===== src/rtl/dmi_pkg.sv =====
// Shared DMI widths, request/response layouts and encodings for the
// debug-module interconnect.
package dmi_pkg;

   localparam int DmiReqWidth  = 41;
   localparam int DmiRespWidth = 34;

   typedef enum logic [1:0] {
      DmiOpNop   = 2'd0,
      DmiOpRead  = 2'd1,
      DmiOpWrite = 2'd2
   } dmi_op_e;

   typedef enum logic [1:0] {
      DmiRespOk     = 2'd0,
      DmiRespFailed = 2'd2,
      DmiRespBusy   = 2'd3
   } dmi_resp_e;

   typedef struct packed {
      logic [6:0]  addr;
      logic [31:0] data;
      dmi_op_e     op;
   } dmi_req_t;

   typedef struct packed {
      logic [31:0] data;
      dmi_resp_e   resp;
   } dmi_resp_t;

   // Arbiter grant-hold states.
   typedef enum logic {
      ArbFree = 1'b0,
      ArbHold = 1'b1
   } arb_state_e;

   // Index width that never collapses to zero bits.
   function automatic int idx_width(input int n);
      return (n > 1) ? $clog2(n) : 1;
   endfunction

endpackage


===== src/rtl/prim_fifo_sync.sv =====
// Single-clock FIFO with occupancy output; optional fall-through when empty.
module prim_fifo_sync
   import dmi_pkg::*;
#(
   parameter  int Width  = 1,
   parameter  int Depth  = 4,
   parameter  bit Pass   = 1'b0,
   localparam int DepthW = $clog2(Depth + 1)
) (
   input  logic              clk_i,
   input  logic              rst_ni,
   input  logic              wvalid_i,
   output logic              wready_o,
   input  logic [Width-1:0]  wdata_i,
   output logic              rvalid_o,
   input  logic              rready_i,
   output logic [Width-1:0]  rdata_o,
   output logic [DepthW-1:0] depth_o
);

   localparam int PtrW = idx_width(Depth);

   logic [Width-1:0]  r_mem [Depth];
   logic [PtrW-1:0]   r_wptr;
   logic [PtrW-1:0]   r_rptr;
   logic [DepthW-1:0] r_cnt;

   logic w_empty;
   logic w_full;
   logic w_pass;
   logic w_push;
   logic w_pop;

   assign w_empty  = (r_cnt == '0);
   assign w_full   = (r_cnt == DepthW'(Depth));
   assign w_pass   = Pass && w_empty;

   assign wready_o = !w_full;
   assign rvalid_o = !w_empty || (w_pass && wvalid_i);
   assign rdata_o  = w_pass ? wdata_i : r_mem[r_rptr];
   assign depth_o  = r_cnt;

   // A fall-through word consumed in the same cycle never touches storage.
   assign w_push   = wvalid_i && !w_full && !(w_pass && rready_i);
   assign w_pop    = rready_i && !w_empty;

   always_ff @(posedge clk_i) begin
      if (w_push) begin
         r_mem[r_wptr] <= wdata_i;
      end
   end

   always_ff @(posedge clk_i or negedge rst_ni) begin
      if (!rst_ni) begin
         r_wptr <= '0;
         r_rptr <= '0;
         r_cnt  <= '0;
      end else begin
         if (w_push) begin
            r_wptr <= (r_wptr == PtrW'(Depth - 1)) ? '0 : r_wptr + 1'b1;
         end
         if (w_pop) begin
            r_rptr <= (r_rptr == PtrW'(Depth - 1)) ? '0 : r_rptr + 1'b1;
         end
         if (w_push && !w_pop) begin
            r_cnt <= r_cnt + 1'b1;
         end else if (!w_push && w_pop) begin
            r_cnt <= r_cnt - 1'b1;
         end
      end
   end

endmodule


===== src/rtl/dmi_arb.sv =====
// Round-robin merge of several DMI hosts onto one debug-module port, with
// in-order response steering back to the issuing host.
//
// state   | meaning
// --------+-------------------------------------------------------------
// ArbFree | no request stalled at the core; grant comes from the search
// ArbHold | last cycle's request was presented but not taken; keep grant
module dmi_arb
   import dmi_pkg::*;
#(
   parameter  int NumHosts       = 2,
   parameter  int ReqWidth       = DmiReqWidth,
   parameter  int RespWidth      = DmiRespWidth,
   parameter  int MaxOutstanding = 4,
   localparam int IdxW           = idx_width(NumHosts),
   localparam int CntW           = $clog2(MaxOutstanding + 1)
) (
   input  logic                         clk_i,
   input  logic                         rst_ni,
   input  logic [NumHosts*ReqWidth-1:0] host_req_i,
   input  logic [NumHosts-1:0]          host_valid_i,
   output logic [NumHosts-1:0]          host_ready_o,
   output logic [RespWidth-1:0]         host_resp_o,
   output logic [NumHosts-1:0]          host_resp_valid_o,
   input  logic [NumHosts-1:0]          host_resp_ready_i,
   output logic [ReqWidth-1:0]          core_req_o,
   output logic                         core_valid_o,
   input  logic                         core_ready_i,
   input  logic [RespWidth-1:0]         core_resp_i,
   input  logic                         core_resp_valid_i,
   output logic                         core_resp_ready_o,
   output logic [CntW-1:0]              outstanding_o,
   output logic                         err_o
);

   arb_state_e r_state;
   arb_state_e w_state_nxt;

   logic [IdxW-1:0] r_ptr;
   logic [IdxW-1:0] r_hold_idx;
   logic [IdxW-1:0] w_search;
   logic [IdxW-1:0] w_grant;
   logic [IdxW-1:0] w_ptr_nxt;
   logic [IdxW-1:0] w_head;
   logic            w_id_wready;
   logic            w_id_full;
   logic            w_id_rvalid;
   logic            w_req_hs;
   logic            w_resp_hs;
   logic            r_err;

   always_comb begin
      logic            v_found;
      logic [IdxW-1:0] v_cand;
      v_found  = 1'b0;
      v_cand   = '0;
      w_search = r_ptr;
      for (int i = 0; i < NumHosts; i++) begin
         v_cand = IdxW'((int'(r_ptr) + i) % NumHosts);
         if (!v_found && host_valid_i[v_cand]) begin
            v_found  = 1'b1;
            w_search = v_cand;
         end
      end
   end

   assign w_grant = (r_state == ArbHold) ? r_hold_idx : w_search;

   always_comb begin
      w_state_nxt = ArbFree;
      if (core_valid_o && !core_ready_i) begin
         w_state_nxt = ArbHold;
      end
   end

   always_ff @(posedge clk_i or negedge rst_ni) begin
      if (!rst_ni) begin
         r_state <= ArbFree;
      end else begin
         r_state <= w_state_nxt;
      end
   end

   // Request path is held off while reset is asserted so the core never
   // sees a request the ID queue could not track.
   assign w_id_full    = !w_id_wready;
   assign core_req_o   = host_req_i[int'(w_grant)*ReqWidth +: ReqWidth];
   assign core_valid_o = rst_ni && host_valid_i[w_grant] && !w_id_full;
   assign w_req_hs     = core_valid_o && core_ready_i;
   assign w_ptr_nxt    = (w_grant == IdxW'(NumHosts - 1)) ? '0 : w_grant + 1'b1;

   always_comb begin
      host_ready_o          = '0;
      host_ready_o[w_grant] = rst_ni && core_ready_i && !w_id_full;
   end

   always_ff @(posedge clk_i or negedge rst_ni) begin
      if (!rst_ni) begin
         r_ptr      <= '0;
         r_hold_idx <= '0;
      end else begin
         r_hold_idx <= w_grant;
         if (w_req_hs) begin
            r_ptr <= w_ptr_nxt;
         end
      end
   end

   prim_fifo_sync #(
      .Width (IdxW),
      .Depth (MaxOutstanding),
      .Pass  (1'b0)
   ) u_id_fifo (
      .clk_i    (clk_i),
      .rst_ni   (rst_ni),
      .wvalid_i (w_req_hs),
      .wready_o (w_id_wready),
      .wdata_i  (w_grant),
      .rvalid_o (w_id_rvalid),
      .rready_i (w_resp_hs),
      .rdata_o  (w_head),
      .depth_o  (outstanding_o)
   );

   assign host_resp_o = core_resp_i;
   assign w_resp_hs   = w_id_rvalid && core_resp_valid_i && host_resp_ready_i[w_head];

   // With nothing outstanding the response has no owner: drain and flag it.
   always_comb begin
      host_resp_valid_o = '0;
      core_resp_ready_o = 1'b1;
      if (w_id_rvalid) begin
         host_resp_valid_o[w_head] = core_resp_valid_i;
         core_resp_ready_o         = host_resp_ready_i[w_head];
      end
   end

   always_ff @(posedge clk_i or negedge rst_ni) begin
      if (!rst_ni) begin
         r_err <= 1'b0;
      end else if (!w_id_rvalid && core_resp_valid_i) begin
         r_err <= 1'b1;
      end
   end

   assign err_o = r_err;

endmodule


===== config.mk =====
export PLATFORM = sky130hd
export DESIGN_NAME = dmi_arb
export DESIGN_NICKNAME = d
export VERILOG_FILES = /design/src/rtl/dmi_pkg.sv /design/src/rtl/prim_fifo_sync.sv /design/src/rtl/dmi_arb.sv
export SDC_FILE = /design/constraint.sdc
export NUM_CORES = 1
export LEC_CHECK = 0
export ABC_AREA = 1
export CORE_MARGIN = 5
export CORE_UTILIZATION = 28
export DETAILED_ROUTE_END_ITERATION = 12
export GPL_ROUTABILITY_DRIVEN = 0
export PLACE_DENSITY = 0.86
export SETUP_SLACK_MARGIN = 0.5
export SYNTH_ARGS = -nofsm -noshare
export SYNTH_HDL_FRONTEND = slang
export SYNTH_SLANG_ARGS = --single-unit

===== constraint.sdc =====
create_clock -name clk_i -period 4.3 [get_ports clk_i]
set_input_delay 0.645 -clock clk_i [delete_from_list [all_inputs] [get_ports clk_i]]
set_output_delay 0.645 -clock clk_i [all_outputs]
set_load 0.01 [all_outputs]

### Yosys cells after proc, flatten, opt, wreduce, memory -nomap -nowiden

Memory sizes are Yosys's and may differ from the RTL's.
Cells that the tools add are included.

| storage, ports and cells | value |
|---|---|
| RAM bits | 4 |
| register bits | 11 |
| bits of input ports | 124 |
| logic and storage cells | 76 |
| output and inout bits | 85 |
| memories | 1 |

Memory list:

| memory | depth | width | read ports | clocked after memory_dff | write ports | RTL line | RTL |
|---|---|---|---|---|---|---|---|
| u_id_fifo.r_mem | 4 | 1 | 1 | 0 | 1 | prim_fifo_sync.sv:23 | `logic [Width-1:0] r_mem [Depth];` |

| operators by class | value |
|---|---|
| add/sub/neg operators | 6 |
| $mul | 1 |
| reduce and logical (&&, ||, !) cells | 24 |
| bitwise gates (word level) | 2 |
| order comparisons | 6 |
| equality and inequality tests | 3 |
| shifts and indexed selects | 1 |
| muxes and demuxes | 25 |

Operator list:

| cell | number |
|---|---|
| $shiftx 82x8->41 | 1 |
| $mux 1 | 18 |
| $logic_and 1x1->1 | 16 |
| $lt 1x2->1 const B | 4 |
| $mul 1x6->7 const B | 1 |
| $logic_not 1->1 | 6 |
| $mux 2 | 3 |
| $mux 3 | 2 |
| $add 2x1->2 const B | 2 |
| $and 2x2->2 | 2 |
| $eq 2x2->1 const B | 2 |
| $add 3x1->3 const B | 1 |
| $eq 3x3->1 const B | 1 |
| $logic_not 3->1 | 1 |
| $sub 3x1->3 const B | 1 |
| $add 1x1->1 const B | 2 |
| $demux 1 s1 | 2 |
| $ge 1x1->1 const B | 2 |
| $reduce_bool 2->1 | 1 |

### Logic depth before layout (Yosys ltp)

| logic depth | value |
|---|---|
| depth after elaboration | 17 |
| depth in mapped cells | 14 |
| gate-level depth less buffers | 14 |

### Modules after synthesis

From an unflattened synthesis, not the netlist that was laid out.

| unflattened totals | value |
|---|---|
| cells, all modules | 274 |
| area total of the unflattened synthesis | 1691.6 µm² |

Modules (own cells, without submodules):

| module | cells an instance | sequential area each (µm²) | area each (µm²) | instances |
|---|---|---|---|---|
| dmi_arb | 204 | 100.1 | 1061.0 | 1 |
| prim_fifo_sync | 70 | 295.3 | 630.6 | 1 |

### Worst setup path after synthesis

Ideal clock, no wire load.

| path | value |
|---|---|
| path type | input to register |
| start point | input host_valid_i[1] |
| end point | register u_id_fifo.r_cnt[2] (netlist: u_id_fifo.depth_o[2]) |
| setup time | 127 ps |
| stages | 13 |
| slack | 2044 ps |
| required time | 4173 ps |
| path buffers | 0 |
| arrival time | 2129 ps |
| cell sequence | inv_1 -> nand2_1 -> nand2_2 -> nand2_4 -> nand2_2 -> nand4_4 -> inv_1 -> ha_1 -> inv_1 -> fa_1 -> a21oi_1 -> o21ai_0 -> xnor2_1 |

| between the ends | value |
|---|---|
| cells in the longest elaborated chain, start to end | 16 |
| elaborated cells between the ends (all ways) | 20 |
| those cells by class | 10 x mux; 10 x reduce/logical |

Ends and longest elaborated chain:

| what | RTL line | RTL |
|---|---|---|
| start, declared | dmi_arb.sv:21 | `input logic [NumHosts-1:0] host_valid_i,` |
| $mux 1 (implied by the code) (2 in a row) | dmi_arb.sv:60 | `if (!v_found && host_valid_i[v_cand]) begin` |
| $mux 1 | dmi_arb.sv:60 |  |
| $logic_not 1->1 | dmi_arb.sv:60 |  |
| $logic_and 1x1->1 | dmi_arb.sv:60 |  |
| $mux 1 | dmi_arb.sv:60 |  |
| $mux 1 | dmi_arb.sv:67 | `assign w_grant = (r_state == ArbHold) ? r_hold_idx : w_search;` |
| $mux 1 (implied by the code) (*) (2 in a row) | dmi_arb.sv:88 | `assign core_valid_o = rst_ni && host_valid_i[w_grant] && !w_id_full;` |
| $logic_and 1x1->1 (*) (2 in a row) | dmi_arb.sv:88 |  |
| $logic_and 1x1->1 (*) | dmi_arb.sv:89 | `assign w_req_hs = core_valid_o && core_ready_i;` |
| $logic_and 1x1->1 (*) | prim_fifo_sync.sv:44 | `assign w_push = wvalid_i && !w_full && !(w_pass && rready_i);` |
| via u_id_fifo.w_push | prim_fifo_sync.sv:31 | `logic w_push;` |
| $logic_not 1->1 | prim_fifo_sync.sv:67 | `end else if (!w_push && w_pop) begin` |
| $logic_and 1x1->1 | prim_fifo_sync.sv:67 |  |
| $reduce_bool 2->1 (no source line) | n/a |  |
| end signal, assigned | prim_fifo_sync.sv:66 | `r_cnt <= r_cnt + 1'b1;` |
| end signal, assigned | prim_fifo_sync.sv:68 | `r_cnt <= r_cnt - 1'b1;` |
| end, declared | prim_fifo_sync.sv:26 | `logic [DepthW-1:0] r_cnt;` |

The timed path passes the listed nets; every way through them passes the cells marked *. The select of a mux whose other input is x is not followed.
A chain may end at the register's enable or synchronous reset.

### Final worst setup path

| path | value |
|---|---|
| start point | input host_valid_i[0] |
| end point | output core_req_o[20] |

| between the ends | value |
|---|---|
| cells in the longest elaborated chain, start to end | 9 |
| elaborated cells between the ends (all ways) | 11 |
| those cells by class | 1 x mul; 1 x shift; 7 x mux; 2 x reduce/logical |

Ends and longest elaborated chain:

| what | RTL line | RTL |
|---|---|---|
| $mux 1 (implied by the code) (2 in a row) | dmi_arb.sv:60 |  |
| $mux 1 | dmi_arb.sv:60 |  |
| $logic_not 1->1 | dmi_arb.sv:60 |  |
| $logic_and 1x1->1 (*) | dmi_arb.sv:60 |  |
| $mux 1 (*) | dmi_arb.sv:60 |  |
| $mux 1 (*) | dmi_arb.sv:67 |  |
| $mul 1x6->7 (*) | dmi_arb.sv:87 | `assign core_req_o = host_req_i[int'(w_grant)*ReqWidth +: ReqWidth];` |
| $shiftx 82x8->41 (*) | dmi_arb.sv:87 |  |
| end, declared | dmi_arb.sv:26 | `output logic [ReqWidth-1:0] core_req_o,` |

Every way passes the cells marked *; elsewhere a longest branch is shown, timed or not. The select of a mux whose other input is x is not followed.

==> impl_metrics.ini <==
[power_and_ir_drop]
power.ir.vdd_worst_v = 0.000242
power_density_over_the_cells_nw_per_um2 = 446
total_leakage_power_nw = 1.37

[sta]
timing.final.ws_setup_ps = 940
maxClockFrequency_mhz = 298
tightest_slew_ps = 398
timing.final.setup_violations = 0
drv_slew = 0
slew_headroom_pct = 73.4
finalCritPeriodShare_pct = 78.1
worst_clock_skew_ps = 0.569
grt_setup_unrepaired = false
totalNegativeSetupSlack_ps = 0
min_period_ps = 3360
hold_viol_final = 0

[cells_and_area]
antennaDiodeCount = 0
area_delta_synth_final_pct = 74.3
fin_nets = 498
register_area_um2 = 395
post_route_cells_drive_above_1_share_pct = 6.01
layout.filler_cells = 562
area_occupied_by_multi_input_gates_um2 = 885

[logic_synthesis]
syn-cell-area_um2 = 1660
synth_top_area_share_pct = 31.6
synthesis.yosys.warnings = 0
netlist_instances = 262
postSynth.asyncResetShare_pct = 73.3
area_leader_netlist = nand2_1
synth-edff-count = 4
synth.yosys.seq_area_share_pct = 23.8
synthesis.area_per_instance_um2 = 6.35
synth.area.top_cells = nand2_1 32%, dfrtp_1 17%, buf_4 15%
flip_flop_and_latch_count_after_synthesis = 15
synthFlopType = dfrtp_1
synth.lib_cells_used.distinct = 27
number_of_nets_produced_by_synthesis = 393

[worst_setup_path]
critical_path.most_common_cell = nand2_1
cpPeakStageDelay_ps = 550
number_of_cell_instances_on_the_worst_register_to_register_path = 13
worst-setup-path-type = primary input to output port
critical_path.max_fanout = 43
crit_path_top_delay_cell = clkdlybuf4s50_1
worst_setup_path_end_kind = output port
cp_data_arrival_time_ps = 2710
crit_path_cell_trace = clkdlybuf4s50_1 -> inv_2 -> nand2_1 -> nand2_1 -> nand2_2 -> nand2_4 -> inv_4 -> nand2_1 -> nand2_1 -> clkdlybuf4s50_1
crit_startpoint = host_valid_i[0]
timing.critical_path.required_ps = 3650
critical_path.startpoint_type = primary input
rr_startpoint = r_ptr

[global_route]
number_of_antenna_violations_at_the_first_check_in_global_routing = 0
grt.overflow.total = 0
grt_pass1_vias = 1915
track_usage_pct = 14.0
grt_start_max_net_pins = 44
grt_first_pass_wirelength_um = 8500

[die]
num_rows = 28
die_boundary_height_um = 87.1
core_um2 = 5850
die_area_um2 = 7580
floorplan.initialDensity_pct = 28.4
floorplan.die.width_um = 87.1
pin_count = 209

[cts]
clk_pin_slew_worst_paths_ps = 60
cts_tree = yes
root_buffer = clkbuf_8
cts-root-to-sink-buffers = 2
number_of_cts_inserted_buffers = 3
cts.repair_timing.setup_buffer_count = 0
cts.hold.buffers_added = 0
clock_insertion_delay_worst_skew_ps = 250
number_of_sinks_on_the_clock_net = 15
post_cts.resized_instances = 0
htree_num_levels = 1

[drt]
vias = 1888
detailedRoute.firstPassIterationCount = 5
route.detailed.drc = 0
dr_wl_cell_um = 13.1
post_drt_via_cell_ratio = 4.28
antenna_left = 0
wl_um = 5760
drt_first_iter_violations = 67

[place]
placement.io_buffers = 140
detailed_place_hpwl_um = 4890
placement.setup.worst_slack_ps = 922

[hold_path]
hold_depth = 1
worstHoldStart = err_o
worstHoldPathType = flip-flop to flip-flop

[outcome]
run_status = complete, no violations

[flow_run]
drv.max_cap_violation_count = 0
==> path summary, 6_finish.rpt <==
path	endpoint	slack [ps]
worst max-delay path	core_req_o[20]	940
worst min-delay path	err_o	460
worst max register to register	u_id_fifo.depth_o[2]	2070
worst min register to register	err_o	460
max in group asynchronous	u_id_fifo.depth_o[0]	3440
min in group asynchronous	u_id_fifo.r_rptr[0]	700
==> registers in the layout, summed over array words and instances, names as in the netlist <==
name               count
err_o                  1
r_hold_idx             1
r_ptr                  1
r_state                1
u_id_fifo.depth_o      3
u_id_fifo.r_mem        4
u_id_fifo.r_rptr       2
u_id_fifo.r_wptr       2
==> cells in the mapped netlist, drive strengths merged, types with 2 or more instances <==
master	n
a21oi	6
buf	42
dfrtp	11
edfxtp	4
ha	6
inv	16
nand2	145
nand3	7
nor2	14
nor3	2
xnor2	2
==> metal layers <==
metal	track usage, %	routed length, um	up-vias
met2	25.7	3010	93
met1	14.7	2010	821
met5	0	0	-
met3	5.49	665	6
met4	3.82	74	0
li1	-	-	968
==> where the power goes <==
part / total [mW] / internal [mW] / leakage (nW) / switching [mW]
clock network: 0.114 / 0.0642 / 0.0255 / 0.0500
logic: 0.924 / 0.479 / 1.18 / 0.445
registers: 0.253 / 0.201 / 0.166 / 0.0524
==> stage by stage <==
step           instance area, um^2  power [mW]  cells  utilization, %  hold slack (ps)
6_report                      2900        1.29    441            49.6              465
3_3_place_gp                  2850        1.16    437            48.8              440
3_5_place_dp                  2850        1.19    437            48.8              452
2_1_floorplan                 1660       0.761    262               -              349
5_1_grt                       2900        1.40    441            49.6              480
4_1_cts                       2900        1.31    441            49.6              467
==> cell usage in the layout (no fill, tap or decap), drive strengths merged, types with 2 or more instances in the layout <==
| cell type | instances |
|---|---|
| a21oi | 6 |
| buf | 2 |
| clkbuf | 3 |
| clkdlybuf4s50 | 140 |
| dfrtp | 11 |
| edfxtp | 4 |
| ha | 6 |
| inv | 16 |
| nand2 | 145 |
| nand3 | 7 |
| nor2 | 14 |
| nor3 | 2 |
| xnor2 | 2 |
==> cell type report <==
cell class / count / area share [%]
repair buffers: 142 / 48.9
well taps: 75 / 3.24
clock buffers: 3 / 1.42
inverters: 16 / 2.16
clock inverters: 1 / 0.173
flip-flops and latches: 15 / 13.6
multi-input cells: 189 / 30.5
==> logic make-up (layout without fill, tap and decap cells) <==
kind of cell	after synthesis	after routing	synth area share, %
buffers and inverters	58	162	23.0
xor gates and xnor gates	2	2	1.05
DFF	15	15	23.8
muxes	1	1	0.677
and+or+nand+nor	170	170	42.1
adders and majority gates	7	7	5.72
AOI/OAI and AO/OA	9	9	3.69
==> worst max-delay path, delay by kind of cell <==
family                 cells  cell delay, ps
and+or+nand+nor            6             580
buffers and inverters      4            1460
Note: power is estimated with default switching activity, not from simulation.
